--- config.mk ---
export PLATFORM = sky130hd
export DESIGN_NAME = memory_access
export DESIGN_NICKNAME = d
export VERILOG_FILES = /design/src/rtl/memory_access.sv
export SDC_FILE = /design/constraint.sdc
export NUM_CORES = 1
export LEC_CHECK = 0
export ABC_AREA = 1
export CAP_MARGIN = 20
export CORE_ASPECT_RATIO = 0.6
export CORE_MARGIN = 2
export CORE_UTILIZATION = 44
export CTS_CLUSTER_SIZE = 30
export DETAILED_ROUTE_END_ITERATION = 10
export HOLD_SLACK_MARGIN = 0.15
export PLACE_DENSITY = 0.78
export SYNTH_ARGS = -nofsm -noshare
export SYNTH_HDL_FRONTEND = slang
export SYNTH_SLANG_ARGS = --single-unit
--- constraint.sdc ---
create_clock -name clk -period 1.4 [get_ports clk]
set_input_delay 0.28 -clock clk [delete_from_list [all_inputs] [get_ports clk]]
set_output_delay 0.28 -clock clk [all_outputs]
set_load 0.05 [all_outputs]
--- src/rtl/memory_access.sv ---
// Pipeline MEM stage: request/ack data-memory transaction with store lane steering and load extension.
// Optional define MEM_ALIGN_CHECK_EN turns misaligned half/word accesses into a one-cycle flagged no-op.
module memory_access (
    input  logic        clk,
    input  logic        rst,
    input  logic [31:0] ALU_co_pype2,
    input  logic [31:0] read_data2_pype2,
    input  logic [4:0]  WReg_pype2,
    input  logic [2:0]  writeback_control_pype2,
    input  logic [1:0]  MemRW_pype2,
    input  logic [1:0]  dsize_pype2,
    input  logic [2:0]  funct3_pype2,
    input  logic [31:0] PCp4_pype2,
    output logic        dmem_req,
    output logic        dmem_we,
    output logic [31:0] dmem_addr,
    output logic [31:0] dmem_wdata,
    output logic [3:0]  dmem_be,
    input  logic        dmem_ack,
    input  logic [31:0] dmem_rdata,
    output logic        mem_stall,
    output logic [31:0] load_data_pype3,
    output logic [31:0] ALU_co_pype3,
    output logic [31:0] PCp4_pype3,
    output logic [4:0]  WReg_pype3,
    output logic [2:0]  writeback_control_pype3,
    output logic        mem_misalign
);

    typedef enum logic [1:0] {IDLE = 2'd0, BUSY = 2'd1, DONE = 2'd2} state_t;

    state_t      state;
    logic [1:0]  lat_a;
    logic [2:0]  lat_funct3;
    logic        lat_load;
    logic [31:0] hold_data;

    logic        mem_op;
    logic        misaligned;
    logic        start_op;
    logic        is_store;
    logic [1:0]  eff_a;
    logic [3:0]  st_be;
    logic [31:0] st_wdata;
    logic [7:0]  byte_sel;
    logic [15:0] half_sel;
    logic [31:0] ext_data;

    assign mem_op   = |MemRW_pype2;
    assign is_store = MemRW_pype2[0];

`ifdef MEM_ALIGN_CHECK_EN
    assign misaligned = mem_op &&
                        (((dsize_pype2 == 2'b01) && ALU_co_pype2[0]) ||
                         (dsize_pype2[1] && (ALU_co_pype2[1:0] != 2'b00)));
`else
    assign misaligned = 1'b0;
`endif

    assign start_op  = mem_op && !misaligned;
    assign mem_stall = ((state == IDLE) && start_op) || (state == BUSY);

    // Half/word offsets are forced aligned; a no-op for aligned addresses.
    always_comb begin
        eff_a    = ALU_co_pype2[1:0];
        st_be    = 4'b1111;
        st_wdata = read_data2_pype2;
        case (dsize_pype2)
            2'b00: begin
                st_be    = 4'b0001 << eff_a;
                st_wdata = {4{read_data2_pype2[7:0]}};
            end
            2'b01: begin
                eff_a[0] = 1'b0;
                st_be    = eff_a[1] ? 4'b1100 : 4'b0011;
                st_wdata = {2{read_data2_pype2[15:0]}};
            end
            default: eff_a = 2'b00;
        endcase
    end

    always_comb begin
        case (lat_a)
            2'd0:    byte_sel = dmem_rdata[7:0];
            2'd1:    byte_sel = dmem_rdata[15:8];
            2'd2:    byte_sel = dmem_rdata[23:16];
            default: byte_sel = dmem_rdata[31:24];
        endcase
        half_sel = lat_a[1] ? dmem_rdata[31:16] : dmem_rdata[15:0];
        case (lat_funct3)
            3'b000:  ext_data = {{24{byte_sel[7]}}, byte_sel};
            3'b001:  ext_data = {{16{half_sel[15]}}, half_sel};
            3'b100:  ext_data = {24'd0, byte_sel};
            3'b101:  ext_data = {16'd0, half_sel};
            default: ext_data = dmem_rdata;
        endcase
    end

    always_ff @(posedge clk or negedge rst) begin
        if (!rst) begin
            state                   <= IDLE;
            dmem_req                <= 1'b0;
            dmem_we                 <= 1'b0;
            dmem_addr               <= 32'd0;
            dmem_wdata              <= 32'd0;
            dmem_be                 <= 4'd0;
            lat_a                   <= 2'd0;
            lat_funct3              <= 3'd0;
            lat_load                <= 1'b0;
            hold_data               <= 32'd0;
            load_data_pype3         <= 32'd0;
            ALU_co_pype3            <= 32'd0;
            PCp4_pype3              <= 32'd0;
            WReg_pype3              <= 5'd0;
            writeback_control_pype3 <= 3'd0;
`ifdef MEM_ALIGN_CHECK_EN
            mem_misalign            <= 1'b0;
`endif
        end else begin
`ifdef MEM_ALIGN_CHECK_EN
            mem_misalign <= 1'b0;
`endif
            case (state)
                IDLE: begin
                    if (start_op) begin
                        state      <= BUSY;
                        dmem_req   <= 1'b1;
                        dmem_we    <= is_store;
                        dmem_addr  <= {ALU_co_pype2[31:2], 2'b00};
                        dmem_wdata <= is_store ? st_wdata : 32'd0;
                        dmem_be    <= is_store ? st_be : 4'b1111;
                        lat_a      <= eff_a;
                        lat_funct3 <= funct3_pype2;
                        lat_load   <= !is_store;
                    end
                end
                BUSY: begin
                    if (dmem_ack) begin
                        hold_data <= ext_data;
                        dmem_req  <= 1'b0;
                        state     <= DONE;
                    end
                end
                default: state <= IDLE;
            endcase

            // Stalled cycles push a bubble into MEM/WB; otherwise the op retires.
            if (mem_stall) begin
                load_data_pype3         <= 32'd0;
                ALU_co_pype3            <= 32'd0;
                PCp4_pype3              <= 32'd0;
                WReg_pype3              <= 5'd0;
                writeback_control_pype3 <= 3'd0;
            end else begin
                load_data_pype3         <= ((state == DONE) && lat_load) ? hold_data : 32'd0;
                ALU_co_pype3            <= ALU_co_pype2;
                PCp4_pype3              <= PCp4_pype2;
                WReg_pype3              <= WReg_pype2;
                writeback_control_pype3 <= writeback_control_pype2;
`ifdef MEM_ALIGN_CHECK_EN
                if (misaligned) begin
                    writeback_control_pype3 <= 3'd0;
                    mem_misalign            <= 1'b1;
                end
`endif
            end
        end
    end

`ifndef MEM_ALIGN_CHECK_EN
    assign mem_misalign = 1'b0;
`endif

endmodule

==> metrics.yaml, run 1 <==
ys_seq_elements: 212
cts_tree: "built"
path_class: "reg -> out"
synth_common_cells: "dfrtp_1, nand2_1, inv_1"
grt_max_degree: 51
final_cell_area_mm2: 0.01514
clockRootBuffer: "clkbuf_16"
rows: 39
combPwrFrac: 0.571
start_kind: "register"
fmax_mhz: 621.7
skew_ns: 0.005339
cp.required_ns: 1.12
antenna_left: 0
placed_cells: 1501
startpoint: "state[0]"
layoutNonFillerInstCount: 1558
synthArstFlopShare: 1.000
min_period_ns: 1.608
cts.sinks: 212
p_sw_mw: 16.67
vias: 7802
ios: 322
drv_slew: 0
crit_fanout: 3
port_buffers: 318
final_core_util: 0.8020
clk_pin_slew_ns: 0.06
synth_simple_gate_area_share: 0.1736
total_power_mw: 38.47
synth.most_common_cell: "dfrtp_1"
internal-power_mw: 21.80
worstSkewPairLatency_ns: 0.49
firstDrtPassIters: 5
rsz0062_at_grt: "true"
synth_area_mm2: 0.008396
maxCapViolations: 0
synth_top_family_by_area: "simple AND/OR/NAND/NOR gates"
drt-total-wl_um: 28600
grtUsageTotal: 0.2761
nets: 1442
yosys_most_used_dff: "dfrtp_1"
htree_levels: 1
finalHoldViolations: 0
r2r-start: "state[1]"
syn_to_final_growth_pct: 80.39
cts_buffers: 21
peakVddDrop_v: 0.001958
via_per_inst: 5.008
synth_mux_area_frac: 0
synthXorXnorAreaFrac: 0
synth_adder_area_share: 0
place_hpwl_um: 20140
power_leakage_nw: 7.481
end_kind: "primary output"
pre_cts_ws_ns: -0.3492
hold_ws_ns: 0.2968
grt_pass1_vias: 8102
postSynthCellCount: 930
synth-compound-area-share: 0.08942
status: "complete, but fails checks"
die-area_mm2: 0.02024
initial_core_util: 0.4446
antenna_found_initial: 2
grt_pass1_wl_um: 43630
synth_edf_count: 0
die-width_um: 182.3
fin_setup_tns_ns: -3.622
ys_warn_count: 0
dieHeight_um: 111.0
synth_top_area_frac: 0.6319
violations: "setup timing"
ys_seq_area_frac: 0.6319
grt_overflow_total: 0
routedWlPerCell_um: 18.35
gp_congestion: 0.9023
fin_crit_sh: 1.149
pwr-share-seq: 0.277
avgSynthCellArea_um2: 9.027
final-setup-viol-count: 34
critPathArrivalTime_ns: 1.33
power_per_cell_area_mw_per_mm2: 2540
clock_path_buffers: 3
finalWorstSetupSlack_ns: -0.2084
synth_cell_types: 24
coreArea_mm2: 0.01888
drc: 0
fill_cells: 1019
drt-initial-drc-count: 692
ys_top_cells_by_area: "dfrtp_1, nand2_1, inv_1, nor2_1, o21ai_0"
yosysTopAreaCell: "dfrtp_1"
hold_path.class: "in -> async"
drive_gt1_frac: 0.2573
power.clock.fraction: 0.152
p_sw_frac: 0.4333
post_dp_cell_area_mm2: 0.01389
-- worst max-delay path, stage by stage, from the launching register on --
cell,delay [ns]
dfrtp_1,0.41
inv_2,0.11
nand3_4,0.10
nand2_4,0.09
buf_12,0.13
-- final timing paths --
kind                              endpoint  slack, ns  cells past startpoint
max                              mem_stall      -0.21                      4
min                           dmem_addr[9]       0.30                      2
max reg2reg                  hold_data[17]      -0.19                      9
min reg2reg                  hold_data[13]       0.48                      2
max in group asynchronous  ALU_co_pype3[4]       0.51                      3
min in group clk             WReg_pype3[1]       0.30                      3
-- cell usage in the layout, fill, tap and decap left out, drive strengths merged --
cell type,instances
inv,159
a21oi,45
o21ai,93
nand2,193
nand4,1
o22ai,9
diode,2
dfrtp,212
clkbuf,32
nand3,37
nor2,131
clkinvlp,2
bufinv,3
conb,3
nor3,1
clkinv,6
clkdlybuf4s50,144
buf,238
dlygate4sd3,1
-- power groups by stage --
stage                     logic [mW]  clock network [mW]  registers [mW]
after floorplan                 4.27                   0            15.8
after global placement          20.3                   0            10.6
after detailed placement        20.7                   0            10.7
after CTS                       21.1                5.96            10.7
after global routing            23.0                6.23            10.9
final                           22.0                5.86            10.7
-- per-layer routing --
metal / up-vias / GRT usage / share of wire
met5: - / 0 / 0
met4: 0 / 0.08763 / 0.032
met3: 69 / 0.07523 / 0.086
met2: 378 / 0.4664 / 0.49
met1: 3802 / 0.3478 / 0.39
li1: 3553 / - / -
-- area by class of cell --
cell class | count | area, µm² | area share
Clock inverter | 10 | 133.9 | 0.008840
Timing Repair Buffer | 388 | 5720 | 0.3777
Antenna cell | 2 | 5.005 | 0.0003305
Clock buffer | 27 | 578.1 | 0.03817
Multi-Input combinational cell | 513 | 2484 | 0.1640
Sequential cell | 212 | 5308 | 0.3505
Tap cell | 246 | 307.8 | 0.02032
Inverter | 160 | 608.1 | 0.04015
-- cell families (layout without fill, tap and decap cells) --
logic type | count (synthesis) | after routing
other | 1 | 5
and+or+nand+nor | 363 | 363
DFF | 212 | 212
buffers and inverters | 207 | 585
AOI/OAI and AO/OA | 147 | 147
-- registers in the layout, summed over array words and instances (netlist names) --
signal and count:
WReg_pype3 5, dmem_be 4, lat_funct3 3, load_data_pype3 32, dmem_wdata 32, PCp4_pype3 32
dmem_we 1, lat_load 1, writeback_control_pype3 3, state 2, ALU_co_pype3 32, lat_a 2
dmem_addr 30, hold_data 32, dmem_req 1
-- timing repair --
item                       in CTS  in global routing
setup endpoints to repair       5                 85
pin swaps                       3                 19
gates resized for setup        21                 83
hold buffers                    1                  0
hold endpoints to repair      212                  0
setup buffers                   5                  6
cloned                          0                  6
(Power assumes the default switching activity.)
==> run 2, diff against run 1 <==
--- a/config.mk
+++ b/config.mk
@@ -8,7 +8,6 @@
 export ABC_AREA = 1
 export CAP_MARGIN = 20
 export CORE_ASPECT_RATIO = 0.6
-export CORE_MARGIN = 2
 export CORE_UTILIZATION = 44
 export CTS_CLUSTER_SIZE = 30
 export DETAILED_ROUTE_END_ITERATION = 10
==> metrics.yaml, run 2 (synthesis gave the netlist of run 1 again) <==
final_cell_mix: "dfrtp_1, nand2_1, buf_12, inv_1, clkdlybuf4s50_1"
final-setup-viol-count: 35
gp_congestion: 0.9093
drt-total-wl_um: 29240
critPathBufInv: 3
die-width_um: 180.3
use_met2: 0.4690
drc: 0
clk_pin_slew_ns: 0.07
start_kind: "register"
initial_core_util: 0.4575
htree_levels: 1
post_dp_cell_area_mm2: 0.01382
ios: 322
port_buffers: 318
grt_pass1_vias: 7630
clockRootBuffer: "clkbuf_16"
hold_path.class: "in -> async"
antenna-diode-count: 0
crit_fanout: 3
cpPeakStageDelay_ns: 0.41
coreArea_mm2: 0.01835
final_common_cell: "dfrtp_1"
final_core_util: 0.8150
final_cell_area_mm2: 0.01496
min_period_ns: 1.704
grt_pass1_wl_um: 41600
via_per_inst: 4.987
slowest_stage: "dfrtp_1"
finalHoldViolations: 0
rows: 38
crit_chain: "inv_2, nand3_4, buf_6, nand2_8, buf_12"
fmax_mhz: 587.0
maxCapViolations: 0
path_class: "reg -> out"
finalWorstSetupSlack_ns: -0.3035
status: "complete, but fails checks"
power_leakage_nw: 7.457
cp.required_ns: 1.12
met1_usage: 0.3464
skew_ns: 0.01411
dieHeight_um: 109.0
antenna_left: 0
antenna_found_initial: 0
fin_setup_tns_ns: -0.7132
syn_to_final_growth_pct: 78.17
total_power_mw: 38.60
cts_buffers: 21
rsz0062_at_grt: "true"
nets: 1433
grt.busiest_layer: "met2"
routedWlPerCell_um: 18.99
critPathArrivalTime_ns: 1.42
power_per_cell_area_mw_per_mm2: 2580
firstDrtPassIters: 5
worstSkewPairLatency_ns: 0.50
grt_overflow_total: 0
vias: 7680
cts_tree: "built"
use_met3: 0.08183
drv_slew: 0
drt-initial-drc-count: 620
grt_max_degree: 59
place_hpwl_um: 20020
clock_path_buffers: 3
end_kind: "primary output"
critPathTopFamily: "flip-flops"
grtUsageTotal: 0.2780
peakVddDrop_v: 0.001755
die-area_mm2: 0.01966
fin_crit_sh: 1.217
cts.sinks: 212
drive_gt1_frac: 0.2446
violations: "setup timing"
==> run 2: what timing repair did <==
item | in CTS | in global routing
hold buffers | 1 | 0
resized for setup | 17 | 73
endpoints found under the hold margin | 212 | 0
buffers inserted | 4 | 3
cloned | 0 | 10
endpoints found under the setup margin | 3 | 132
pin swaps | 1 | 4
==> run 2: per-stage QoR <==
stage	hold slack, ns	cells	worst slack (ns)
2_1_floorplan	-0.01559	932	0.05806
3_3_place_gp	0.1774	1487	-0.3256
3_5_place_dp	0.1868	1487	-0.4562
4_1_cts	0.2707	1528	-0.3164
5_1_grt	0.2963	1540	-0.3573
6_report	0.2694	1540	-0.3035
==> run 2: worst register-to-register path, delay by kind of cell, from the launching register on <==
family	cells	cell delay, ns
buf+inv	4	0.72
simple gates	3	0.22
flops	1	0.41
==> run 2: metal layers <==
layer,up-vias,share of wire
met5,-,0
met4,0,0.031
met3,64,0.089
met2,354,0.49
met1,3729,0.39
li1,3533,-
==> run 2: path summary, 6_finish.rpt <==
kind / end / slack (ns) / startpoint / cells past startpoint
worst min-delay path: load_data_pype3[10] / 0.27 / rst / 2
min in group clk: WReg_pype3[1] / 0.29 / WReg_pype2[1] / 3
worst max-delay path: mem_stall / -0.30 / state[1] / 5
max in group asynchronous: WReg_pype3[2] / 0.58 / rst / 3
worst min register to register: hold_data[9] / 0.48 / hold_data[9] / 2
worst max register to register: PCp4_pype3[15] / -0.05 / state[1] / 7
==> run 2: power breakdown <==
part           internal [mW]  switching, mW
combinational           9.94           12.2
sequential              8.49           2.15
clock                   3.39           2.40
==> run 2: layout make-up <==
type                       instances  area (µm²)
clock buffer                      28       601.8
clock inverter                     8       97.59
fill                            1008        3395
inverter                         160       606.8
multi-input combinational        514        2382
sequential                       212        5309
tap                              240       300.3
timing repair buffer             378        5660
==> run 3, diff against run 2 <==
--- a/config.mk
+++ b/config.mk
@@ -8,11 +8,11 @@
 export ABC_AREA = 1
 export CAP_MARGIN = 20
 export CORE_ASPECT_RATIO = 0.6
-export CORE_UTILIZATION = 44
+export CORE_UTILIZATION = 40
 export CTS_CLUSTER_SIZE = 30
 export DETAILED_ROUTE_END_ITERATION = 10
 export HOLD_SLACK_MARGIN = 0.15
-export PLACE_DENSITY = 0.78
+export PLACE_DENSITY = 0.75
 export SYNTH_ARGS = -nofsm -noshare
 export SYNTH_HDL_FRONTEND = slang
 export SYNTH_SLANG_ARGS = --single-unit
==> constraint.sdc (replaced) <==
create_clock -name clk -period 1.42 [get_ports clk]
set_input_delay 0.284 -clock clk [delete_from_list [all_inputs] [get_ports clk]]
set_output_delay 0.284 -clock clk [all_outputs]
set_load 0.05 [all_outputs]
==> metrics.yaml, run 3 (synthesis gave the netlist of run 1 again) <==
status: "complete, but fails checks"
violations: "setup timing"
clk_pin_slew_ns: 0.06
cts.sinks: 212
total_power_mw: 39.02
syn_to_final_growth_pct: 86.21
port_buffers: 318
combPwrFrac: 0.588
hold_path.class: "in -> reg"
drc: 0
p_sw_frac: 0.4346
dieHeight_um: 114.2
drt-total-wl_um: 29960
critPathArrivalTime_ns: 1.37
coreArea_mm2: 0.02027
drv_slew: 0
firstDrtPassIters: 5
fin_setup_tns_ns: -6.354
fill_cells: 1207
end_kind: "primary output"
cts_tree: "built"
clockRootBuffer: "clkbuf_16"
antenna_found_initial: 3
drive_gt1_frac: 0.2948
rows: 40
die-width_um: 189.0
vias: 7835
path_class: "reg -> out"
fin_crit_sh: 1.167
maxCapViolations: 0
die-area_mm2: 0.02159
rsz0062_at_grt: "true"
drt-initial-drc-count: 608
routedWlPerCell_um: 18.83
skew_ns: 0.009249
gp_congestion: 0.9088
nets: 1450
finalWorstSetupSlack_ns: -0.2374
initial_core_util: 0.4142
final-setup-viol-count: 105
htree_levels: 1
grt_max_degree: 47
p_sw_mw: 16.96
via_per_inst: 4.925
internal-power_mw: 22.06
worstSkewPairLatency_ns: 0.49
fmax_mhz: 603.4
antenna_left: 0
grt_pass1_wl_um: 41980
clock_path_buffers: 3
grt_pass1_vias: 7634
pwr-share-seq: 0.271
final_common_cell: "dfrtp_1"
ios: 322
finalHoldViolations: 0
peakVddDrop_v: 0.001706
crit_fanout: 3
min_period_ns: 1.657
power_leakage_nw: 7.657
power_per_cell_area_mw_per_mm2: 2496
place_hpwl_um: 19950
final_cell_mix: "dfrtp_1, buf_12, nand2_1, inv_1, clkdlybuf4s50_1"
cp.required_ns: 1.14
grtUsageTotal: 0.2509
start_kind: "register"
power.clock.fraction: 0.141
grt_overflow_total: 0
cts_buffers: 21
## run 3: changes by cell type in the layout (fill, tap and decap cells not counted), moves of 6 or more
cell,before,now
a21oi_2,5,15
nand3_2,8,19
buf_12,183,190
nand3_1,27,15
a21oi_4,0,8
nand2_1,186,174
a21oi_1,40,22
clkbuf_16,27,33
o21ai_0,47,32
o21ai_2,4,18
nand2_2,4,15
## run 3: critical path: stages, from the launching register on
cell and delay, ns:
dfrtp_1 0.42, inv_2 0.12, nand2_2 0.10, nand2_4 0.11
buf_12 0.14
## run 3: worst paths after layout
| kind | start | endpoint | slack, ns | depth (start not counted) |
|---|---|---|---|---|
| max | state[1] | mem_stall | -0.24 | 4 |
| min | PCp4_pype2[4] | PCp4_pype3[4] | 0.31 | 3 |
| max reg2reg | state[1] | dmem_wdata[26] | -0.20 | 10 |
| min reg2reg | hold_data[16] | load_data_pype3[16] | 0.48 | 2 |
| max in group asynchronous | rst | ALU_co_pype3[16] | 0.56 | 3 |
| min in group asynchronous | rst | hold_data[13] | 0.32 | 2 |
## run 3: final cells by class
cell class / count / area [µm²] / area share
diodes: 2 / 5.005 / 0.0003201
repair buffers: 396 / 6000 / 0.3838
inverters: 160 / 625.6 / 0.04002
well taps: 273 / 341.6 / 0.02185
flip-flops and latches: 212 / 5310 / 0.3397
clock inverters: 5 / 50.05 / 0.003201
multi-input cells: 513 / 2683 / 0.1716
clock buffers: 30 / 619.3 / 0.03962
## run 3: timing repair
action,4_1_cts,5_1_grt
hold endpoints to repair,212,0
setup buffers,4,6
hold buffers,1,0
endpoints found under the setup margin,5,92
gates cloned,0,16
resized for setup,19,181
pin swaps,2,33
## run 3: through the flow
stage               worst slack [ns]  hold slack, ns    util  cell area, µm²  instances
CTS                          -0.2160          0.2863  0.7245           14690       1567
global placement             -0.2716          0.2294  0.6878           13940       1527
finish                       -0.2374          0.3076  0.7713           15630       1591
detailed placement           -0.3591          0.2296  0.6878           13940       1527
global route                 -0.2845          0.3032  0.7713           15630       1591
floorplan                    0.07406        -0.01159       -            8403        932
## run 3: power groups by stage
stage | registers [mW] | logic (mW) | clock network, mW
6_report | 10.6 | 22.9 | 5.49
5_1_grt | 10.8 | 24.0 | 5.81
4_1_cts | 10.5 | 20.7 | 5.58
3_5_place_dp | 10.6 | 20.5 | 0
3_3_place_gp | 10.5 | 20.2 | 0
2_1_floorplan | 15.6 | 4.21 | 0
## run 3: per-layer routing
layer / part of all wire / global-route usage / vias to the layer above
li1: - / - / 3579
met4: 0.026 / 0.06183 / 2
met1: 0.40 / 0.3159 / 3782
met3: 0.10 / 0.09500 / 64
met5: 0.00033 / 0 / -
met2: 0.47 / 0.4100 / 408
